--- config.mk ---
export PLATFORM = sky130hd
export DESIGN_NAME = single_port_ram_ctl
export DESIGN_NICKNAME = d
export VERILOG_FILES = /design/src/rtl/single_port_ram_ctl_pkg.sv /design/src/rtl/single_port_ram_ctl.sv
export SDC_FILE = /design/constraint.sdc
export NUM_CORES = 1
export LEC_CHECK = 0
export ABC_AREA = 0
export CORE_MARGIN = 10
export CORE_UTILIZATION = 40
export CTS_CLUSTER_DIAMETER = 100
export CTS_CLUSTER_SIZE = 16
export DETAILED_ROUTE_END_ITERATION = 12
export GPL_TIMING_DRIVEN = 0
export HOLD_SLACK_MARGIN = 0.15
export PLACE_DENSITY = 0.7
export SLEW_MARGIN = 30
export SYNTH_ARGS = -nofsm -noshare
export SYNTH_HDL_FRONTEND = slang
export SYNTH_SLANG_ARGS = --single-unit
--- constraint.sdc ---
create_clock -name clk -period 2.2 [get_ports clk]
set_input_delay 0.44 -clock clk [delete_from_list [all_inputs] [get_ports clk]]
set_output_delay 0.44 -clock clk [all_outputs]
set_load 0.03 [all_outputs]
--- src/rtl/single_port_ram_ctl_pkg.sv ---
// Shared types and constants for the 32-bit-word to 16-bit-RAM access controller.
package single_port_ram_ctl_pkg;

   localparam int BE_WIDTH   = 4;
   localparam int WORD_WIDTH = 32;

   typedef enum logic [2:0] {
      INIT = 3'd0,
      IDLE = 3'd1,
      LO   = 3'd2,
      HI   = 3'd3,
      FIN  = 3'd4
   } state_t;

endpackage

--- src/rtl/single_port_ram_ctl.sv ---
// Splits 32-bit word requests into two 16-bit RAM accesses (low half first).
// Optional macro SINGLE_PORT_RAM_CTL_ZERO_INIT_EN zero-fills the RAM after reset.
//
// state | meaning
// INIT  | post-reset; with zero-init, sweeps every RAM address writing 0
// IDLE  | ready for a request; RAM bus parked at 0
// LO    | low halfword access at {addr,0}
// HI    | high halfword access at {addr,1}; low read data arrives
// FIN   | high read data arrives; response issued at end of cycle
module single_port_ram_ctl
   import single_port_ram_ctl_pkg::*;
#(
   parameter int ADDR_WIDTH = 14,
   parameter int DATA_WIDTH = 16
) (
   input  logic                  clk,
   input  logic                  reset_n,
   input  logic                  req_valid,
   output logic                  req_ready,
   input  logic [ADDR_WIDTH-2:0] req_addr,
   input  logic                  req_we,
   input  logic [BE_WIDTH-1:0]   req_be,
   input  logic [WORD_WIDTH-1:0] req_wdata,
   output logic                  rsp_valid,
   output logic [WORD_WIDTH-1:0] rsp_rdata,
   output logic                  init_done,
   output logic [ADDR_WIDTH-1:0] ram_addr,
   output logic [DATA_WIDTH-1:0] ram_din,
   output logic [1:0]            ram_write_en,
   input  logic [DATA_WIDTH-1:0] ram_dout
);

   if (DATA_WIDTH != 16) begin : g_bad_data_width
      $error("single_port_ram_ctl: DATA_WIDTH must be 16");
   end

   state_t                state, next_state;
   logic                  accept;
   logic [ADDR_WIDTH-2:0] addr_q;
   logic                  we_q;
   logic [1:0]            be_hi_q;
   logic [DATA_WIDTH-1:0] wdata_hi_q;
   logic [DATA_WIDTH-1:0] lo_q;
   logic [ADDR_WIDTH-1:0] ram_addr_d;
   logic [DATA_WIDTH-1:0] ram_din_d;
   logic [1:0]            ram_write_en_d;

   assign accept = req_valid && req_ready;

`ifdef SINGLE_PORT_RAM_CTL_ZERO_INIT_EN
   // ram_addr doubles as the sweep counter; ram_write_en==0 marks the first sweep cycle
   logic sweep_last;
   assign sweep_last = (ram_write_en == 2'b11) && (ram_addr == {ADDR_WIDTH{1'b1}});
`endif

   always_ff @(posedge clk or negedge reset_n) begin
      if (!reset_n) state <= INIT;
      else          state <= next_state;
   end

   always_comb begin
      next_state = state;
      case (state)
`ifdef SINGLE_PORT_RAM_CTL_ZERO_INIT_EN
         INIT:    if (sweep_last) next_state = IDLE;
`else
         INIT:    next_state = IDLE;
`endif
         IDLE:    if (accept) next_state = LO;
         LO:      next_state = HI;
         HI:      next_state = FIN;
         FIN:     next_state = IDLE;
         default: next_state = INIT;
      endcase
   end

   // RAM bus values are computed one cycle ahead and registered
   always_comb begin
      req_ready      = (state == IDLE);
      ram_addr_d     = '0;
      ram_din_d      = '0;
      ram_write_en_d = 2'b00;
      case (state)
         INIT: begin
`ifdef SINGLE_PORT_RAM_CTL_ZERO_INIT_EN
            if (ram_write_en == 2'b00) begin
               ram_write_en_d = 2'b11;
            end else if (!sweep_last) begin
               ram_addr_d     = ram_addr + 1'b1;
               ram_write_en_d = 2'b11;
            end
`endif
         end
         IDLE: begin
            if (accept) begin
               ram_addr_d     = {req_addr, 1'b0};
               ram_din_d      = req_wdata[15:0];
               ram_write_en_d = req_we ? req_be[1:0] : 2'b00;
            end
         end
         LO: begin
            ram_addr_d     = {addr_q, 1'b1};
            ram_din_d      = wdata_hi_q;
            ram_write_en_d = we_q ? be_hi_q : 2'b00;
         end
         default: ;
      endcase
   end

   always_ff @(posedge clk or negedge reset_n) begin
      if (!reset_n) begin
         ram_addr     <= '0;
         ram_din      <= '0;
         ram_write_en <= 2'b00;
         addr_q       <= '0;
         we_q         <= 1'b0;
         be_hi_q      <= 2'b00;
         wdata_hi_q   <= '0;
         lo_q         <= '0;
         rsp_valid    <= 1'b0;
         rsp_rdata    <= '0;
      end else begin
         ram_addr     <= ram_addr_d;
         ram_din      <= ram_din_d;
         ram_write_en <= ram_write_en_d;
         if (accept) begin
            addr_q     <= req_addr;
            we_q       <= req_we;
            be_hi_q    <= req_be[3:2];
            wdata_hi_q <= req_wdata[31:16];
         end
         if (state == HI) lo_q <= ram_dout;
         rsp_valid <= (state == FIN);
         if (state == FIN && !we_q) rsp_rdata <= {ram_dout, lo_q};
      end
   end

`ifdef SINGLE_PORT_RAM_CTL_ZERO_INIT_EN
   always_ff @(posedge clk or negedge reset_n) begin
      if (!reset_n)                          init_done <= 1'b0;
      else if (state == INIT && sweep_last)  init_done <= 1'b1;
   end
`else
   assign init_done = 1'b1;
`endif

endmodule

==> results of run 1 <==
==> sequential cells by signal, indices dropped and copies added (netlist names), 2 cells and up <==
signal and count:
addr_q 13, be_hi_q 2, lo_q 16, ram_addr 14
ram_din 16, ram_write_en 2, rsp_rdata 32, state 3
wdata_hi_q 16
==> per-stage QoR <==
stage / utilization, % / setup TNS (ps)
finish: 61.8 / 0
global route: 61.8 / 0
CTS: 61.8 / 0
detailed placement: 56.2 / 0
global placement: 55.9 / -434710
floorplan: - / 0
==> cells in the final DEF, fill, tap and decap left out, types with 2 or more instances in the layout <==
cell type / count
mux2_2: 76
and2_1: 2
buf_2: 6
clkinvlp_4: 3
mux2_4: 2
buf_4: 2
nor3b_1: 2
a22o_1: 29
clkbuf_8: 3
buf_6: 8
mux2_1: 2
clkinv_2: 2
clkdlybuf4s50_1: 132
clkbuf_1: 2
dfrtp_1: 116
a32o_1: 2
clkbuf_16: 16
bufinv_16: 3
==> metal layers <==
metal | vias to the layer above | share of wire, %
met5 | - | 0
met1 | 1363 | 41
met4 | 0 | 0.49
li1 | 1239 | -
met3 | 4 | 14
met2 | 113 | 44
==> cells in the mapped netlist <==
library cell	number
inv_1	1
buf_2	6
nand3b_2	1
buf_6	8
mux2_4	2
o22ai_1	1
mux2_1	2
and4bb_1	1
or2_2	1
a22o_1	29
nor3b_2	1
clkbuf_1	1
nor3b_1	2
a32o_1	2
conb_1	1
o21a_1	1
nor4b_4	1
and2_1	2
dfrtp_1	116
buf_4	2
mux2_2	76
==> timing repair <==
action                                 in CTS  in global routing
gates resized for setup                     2                  2
endpoints found under the hold margin      56                  0
hold buffers                                1                  0
setup endpoints to repair                   1                  1
==> worst paths after layout <==
path | slack, ps | depth (start not counted) | end
max in group asynchronous | 1100 | 3 | ram_din[4]
min reg2reg | 490 | 1 | ram_din[0]
max reg2reg | 510 | 4 | rsp_rdata[13]
min | 480 | 2 | rsp_rdata[9]
min in group clk | 490 | 1 | ram_din[0]
max | 210 | 1 | rsp_rdata[12]
==> cell type report <==
cell class / count / share of cell area [%]
Inverter: 1 / 0.0581
Buffer: 17 / 2.15
Timing Repair Buffer: 136 / 21.3
Clock inverter: 9 / 2.03
Tap cell: 136 / 2.63
Multi-Input combinational cell: 123 / 20.0
Clock buffer: 20 / 6.89
Sequential cell: 116 / 44.9
==> kinds of logic after synthesis <==
kind of cell / share of synthesized area [%]
flops: 66.9
mux: 20.9
compound gates: 6.63
buf+inv: 3.29
simple gates: 2.16
other cells: 0.0864
==> report_power, final <==
part | switching (mW) | internal (mW) | total (mW)
clock network | 0.908 | 1.76 | 2.67
logic | 1.99 | 1.98 | 3.97
registers | 0.449 | 3.11 | 3.56
==> run_results.csv, run 1 <==
group,metric,value,unit
detailed_routing,ant_nets,0,
final_layout,final.fill_count,860,
logic_synthesis,seq_area_frac_synth,66.9,%
pwr,peakVddDrop,0.708,mV
outcome,status,"complete, no violations",
floorplan,dieHeight,124,µm
pwr,p_leak,2.81,nW
clock_tree,cts_tree,"done",
floorplan,dieArea,15400,µm²
final_layout,fin_cells,558,
grt,grt_util_all_layers,13.7,%
final_layout,antennaDiodeCount,0,
sta,finalCritPeriodShare,90.6,%
grt,grt_max_degree,61,
worst_setup_path,slowest_delay,700,ps
floorplan,fp.dieW,124,µm
sta,drv_slew,0,
clock_tree,clock_path_buffers,2,
logic_synthesis,synth.top_cells.by_area,"dfrtp_1, mux2_2, a22o_1, buf_6, buf_2",
sta,worst_slew_pin_slew,511,ps
pwr,total_power,10.2,mW
logic_synthesis,ys_ff_latch,116,
grt,antenna_found_initial,0,
final_layout,drive_gt1_share,30.6,%
detailed_routing,drtIter0Drc,76,
placed_design,dp_cells,528,
sta,setup_violations,0,
grt,grt_overflow_total,0,
final_layout,syn_to_final_growth,49.0,%
clock_tree,htreeDepth,4,
sta,holdWs,477,ps
clock_tree,cts_buffers,17,
clock_tree,clkTransAtPathRegs,50,ps
clock_tree,numClockSinks,116,
detailed_routing,drc,0,
logic_synthesis,yosys.area.top_type,"dfrtp_1",
grt,use_met3,9.28,%
job,drv_cap,0,
floorplan,initial_core_util,41.5,%
worst_setup_path,crit_path_end_kind,"output pin",
detailed_routing,num_vias,2719,
clock_tree,cts-root-buf,"clkbuf_8",
logic_synthesis,synth.distinct_cells,21,
floorplan,pin_count,136,
logic_synthesis,syn_area_per_cell,16.9,µm²
grt,grt_pass1_vias,2999,
final_layout,multiInputGateArea,1290,µm²
logic_synthesis,synth_warnings,0,
worst_setup_path,cp_cell_sequence,"clkdlybuf4s50_1",
grt,grt_first_pass_wirelength,16200,µm
worst_hold_path,min_path_type,"in -> async",
sta,fin_crit,1990,ps
worst_setup_path,critical_path_class,"reg -> out",
sta,clock-skew-final,19.1,ps
worst_setup_path,cp_top_family,"buffers and inverters",
worst_setup_path,cp.required,1760,ps
worst_setup_path,crit_fanout,2,
worst_setup_path,start_kind,"flip-flop",
sta,slew_headroom,65.9,%
grt,busiest_layer,"met2",
final_layout,fin_area,6460,µm²
placed_design,placed_cell_area,5880,µm²
worst_setup_path,cp_slowest_cell,"clkdlybuf4s50_1",
grt,met2_usage,20.5,%
logic_synthesis,netlist_area,4340,µm²
sta,rsz0062_at_grt,"false",
sta,layout_setup_ws,206,ps
clock_tree,post_cts_buffers,0,
sta,max_freq,0.502,GHz
final_layout,seq_area,2900,µm²
clock_tree,clock_latency,490,ps
final_layout,fin_nets,481,
sta,hold_viol,0,
detailed_routing,wl_per_cell,18.7,µm
pwr,power-per-cell-area,1580,nW/µm²
placed_design,place_congestion,0.675,
placed_design,place_ws,255,ps
placed_design,io_buffers,134,
worst_setup_path,rr_startpoint,"state[0]",
worst_setup_path,arrival,1550,ps
placed_design,dp_hpwl,7640,µm
floorplan,rows,37,
detailed_routing,routed_wl,10400,µm
logic_synthesis,syn_nets,326,
detailed_routing,firstDrtPassIters,4,
logic_synthesis,yosysTopAreaCellShare,66.9,%
floorplan,core,10500,µm²
detailed_routing,viasPerCell,4.87,
grt,grt.met1_usage,15.5,%
worst_setup_path,startpoint,"rsp_rdata[12]",
worst_setup_path,crit_buf_inv,1,
logic_synthesis,synth_cells,257,
Note: power is estimated with default switching activity, not from simulation.
==> run 2, diff against run 1 <==
--- a/config.mk
+++ b/config.mk
@@ -7,13 +7,13 @@
 export LEC_CHECK = 0
 export ABC_AREA = 0
 export CORE_MARGIN = 10
-export CORE_UTILIZATION = 40
+export CORE_UTILIZATION = 46
 export CTS_CLUSTER_DIAMETER = 100
 export CTS_CLUSTER_SIZE = 16
 export DETAILED_ROUTE_END_ITERATION = 12
 export GPL_TIMING_DRIVEN = 0
 export HOLD_SLACK_MARGIN = 0.15
-export PLACE_DENSITY = 0.7
+export PLACE_DENSITY = 0.79
 export SLEW_MARGIN = 30
 export SYNTH_ARGS = -nofsm -noshare
 export SYNTH_HDL_FRONTEND = slang
==> run 2 against run 1 <==
Maximum frequency decreased by 6.8%. Worst setup slack got worse by 150 ps. Sequential share of layout area decreased by 0.23 points. Highest routed layer unchanged.
==> run_results.csv, run 2 (synthesis gave the netlist of run 1 again) <==
group,metric,value,unit
floorplan,fp.dieW,117,µm
worst_hold_path,min_path_type,"in -> async",
sta,tns,0,ps
final_layout,drive_gt1_share,30.6,%
floorplan,dieArea,13700,µm²
grt,grt_max_degree,79,
sta,clock-skew-final,7.41,ps
floorplan,initial_core_util,47.2,%
placed_design,place_ws,251,ps
sta,rsz0062_at_grt,"false",
floorplan,rows,35,
grt,grt_overflow_total,0,
final_layout,final_common_cell,"clkdlybuf4s50_1",
clock_tree,clock_path_buffers,2,
worst_setup_path,arrival,1700,ps
job,drv_cap,0,
final_layout,utilization,70.7,%
sta,layout_setup_ws,61.2,ps
final_layout,fin_cells,536,
clock_tree,clkTransAtPathRegs,60,ps
detailed_routing,routed_wl,10400,µm
clock_tree,clock_latency,510,ps
grt,grt_first_pass_wirelength,16800,µm
floorplan,core,9200,µm²
grt,grt_pass1_vias,3193,
final_layout,fin_area,6500,µm²
clock_tree,cts_buffers,17,
grt,grt_util_all_layers,16.2,%
sta,finalCritPeriodShare,97.2,%
pwr,power-per-cell-area,1620,nW/µm²
sta,max_freq,0.468,GHz
detailed_routing,wl_per_cell,19.3,µm
outcome,status,"complete, no violations",
detailed_routing,viasPerCell,5.06,
clock_tree,cts_tree,"done",
worst_setup_path,ff2ff_setup_slack,490,ps
detailed_routing,firstDrtPassIters,4,
sta,fin_crit,2140,ps
sta,setup_violations,0,
final_layout,final.fill_count,623,
clock_tree,htreeDepth,4,
grt,antenna_found_initial,0,
placed_design,io_buffers,134,
floorplan,pin_count,136,
worst_setup_path,critical_path_class,"reg -> out",
pwr,peakVddDrop,0.790,mV
placed_design,placed_cell_area,5850,µm²
detailed_routing,drc,0,
placed_design,dp_hpwl,7480,µm
final_layout,antennaDiodeCount,0,
final_layout,most-common-layout-cells,"clkdlybuf4s50_1, dfrtp_1, mux2_2",
detailed_routing,num_vias,2712,
placed_design,dp_cells,503,
worst_setup_path,start_kind,"flip-flop",
worst_setup_path,crit_fanout,8,
floorplan,dieHeight,117,µm
sta,drv_slew,0,
final_layout,regMostFlops,"rsp_rdata",
worst_setup_path,cp.required,1760,ps
final_layout,largest_reg_flops,32,
pwr,total_power,10.5,mW
placed_design,place_congestion,0.703,
sta,hold_viol,0,
sta,holdWs,403,ps
clock_tree,numClockSinks,116,
clock_tree,cts-root-buf,"clkbuf_8",
detailed_routing,drtIter0Drc,55,
worst_setup_path,crit_path_end_kind,"output pin",
final_layout,fin_nets,481,
detailed_routing,ant_nets,0,
final_layout,syn_to_final_growth,49.8,%
pwr,p_leak,2.85,nW
[run 2: routing by layer]
metal	wire (µm)	vias to the layer above	track usage [%]	share of wire, %
li1	-	1239	-	-
met1	3910	1358	17.0	38
met2	5050	105	25.9	49
met3	1330	10	9.63	13
met4	74	0	6.59	0.71
met5	0	-	0	0
[run 2: layout make-up]
type / count / area [µm²] / area share [%]
buffer: 17 / 139 / 2.14
timing repair buffer: 136 / 1380 / 21.3
clock inverter: 12 / 203 / 3.12
multi-input combinational: 123 / 1290 / 19.9
clock buffer: 20 / 435 / 6.70
sequential: 116 / 2900 / 44.7
tap: 111 / 139 / 2.14
inverter: 1 / 3.75 / 0.0578
[run 2: worst paths after layout]
| path | startpoint | to | cells after the start |
|---|---|---|---|
| max | state[0] | req_ready | 3 |
| min | reset_n | rsp_rdata[4] | 2 |
| max reg2reg | state[0] | rsp_rdata[7] | 4 |
| min reg2reg | rsp_rdata[5] | rsp_rdata[5] | 1 |
| max in group asynchronous | reset_n | addr_q[8] | 3 |
| min in group clk | rsp_rdata[5] | rsp_rdata[5] | 1 |
[run 2: timing repair]
action	4_1_cts	5_1_grt
gates resized for setup	1	0
setup endpoints to repair	1	0
hold endpoints to repair	38	0
buffers inserted	0	0
hold buffers	1	0
[run 2: critical path, cell delays in order, from the launching register on]
cell	delay, ps
dfrtp_1	310
buf_2	200
nor3b_1	210
dlygate4sd2_1	460
[run 2: power by group]
part           leakage [nW]  internal (mW)  switching [mW]
sequential             1.45           3.11           0.460
combinational          1.09           1.99            2.00
clock                 0.309           1.99           0.967
total                  2.85           7.08            3.42
==> run 3, diff against run 2 <==
--- a/config.mk
+++ b/config.mk
@@ -18,3 +18,4 @@
 export SYNTH_ARGS = -nofsm -noshare
 export SYNTH_HDL_FRONTEND = slang
 export SYNTH_SLANG_ARGS = --single-unit
+export TNS_END_PERCENT = 100
==> results of run 3 <==
No change in the layout: final DEF, timing and power equal those of run 2.
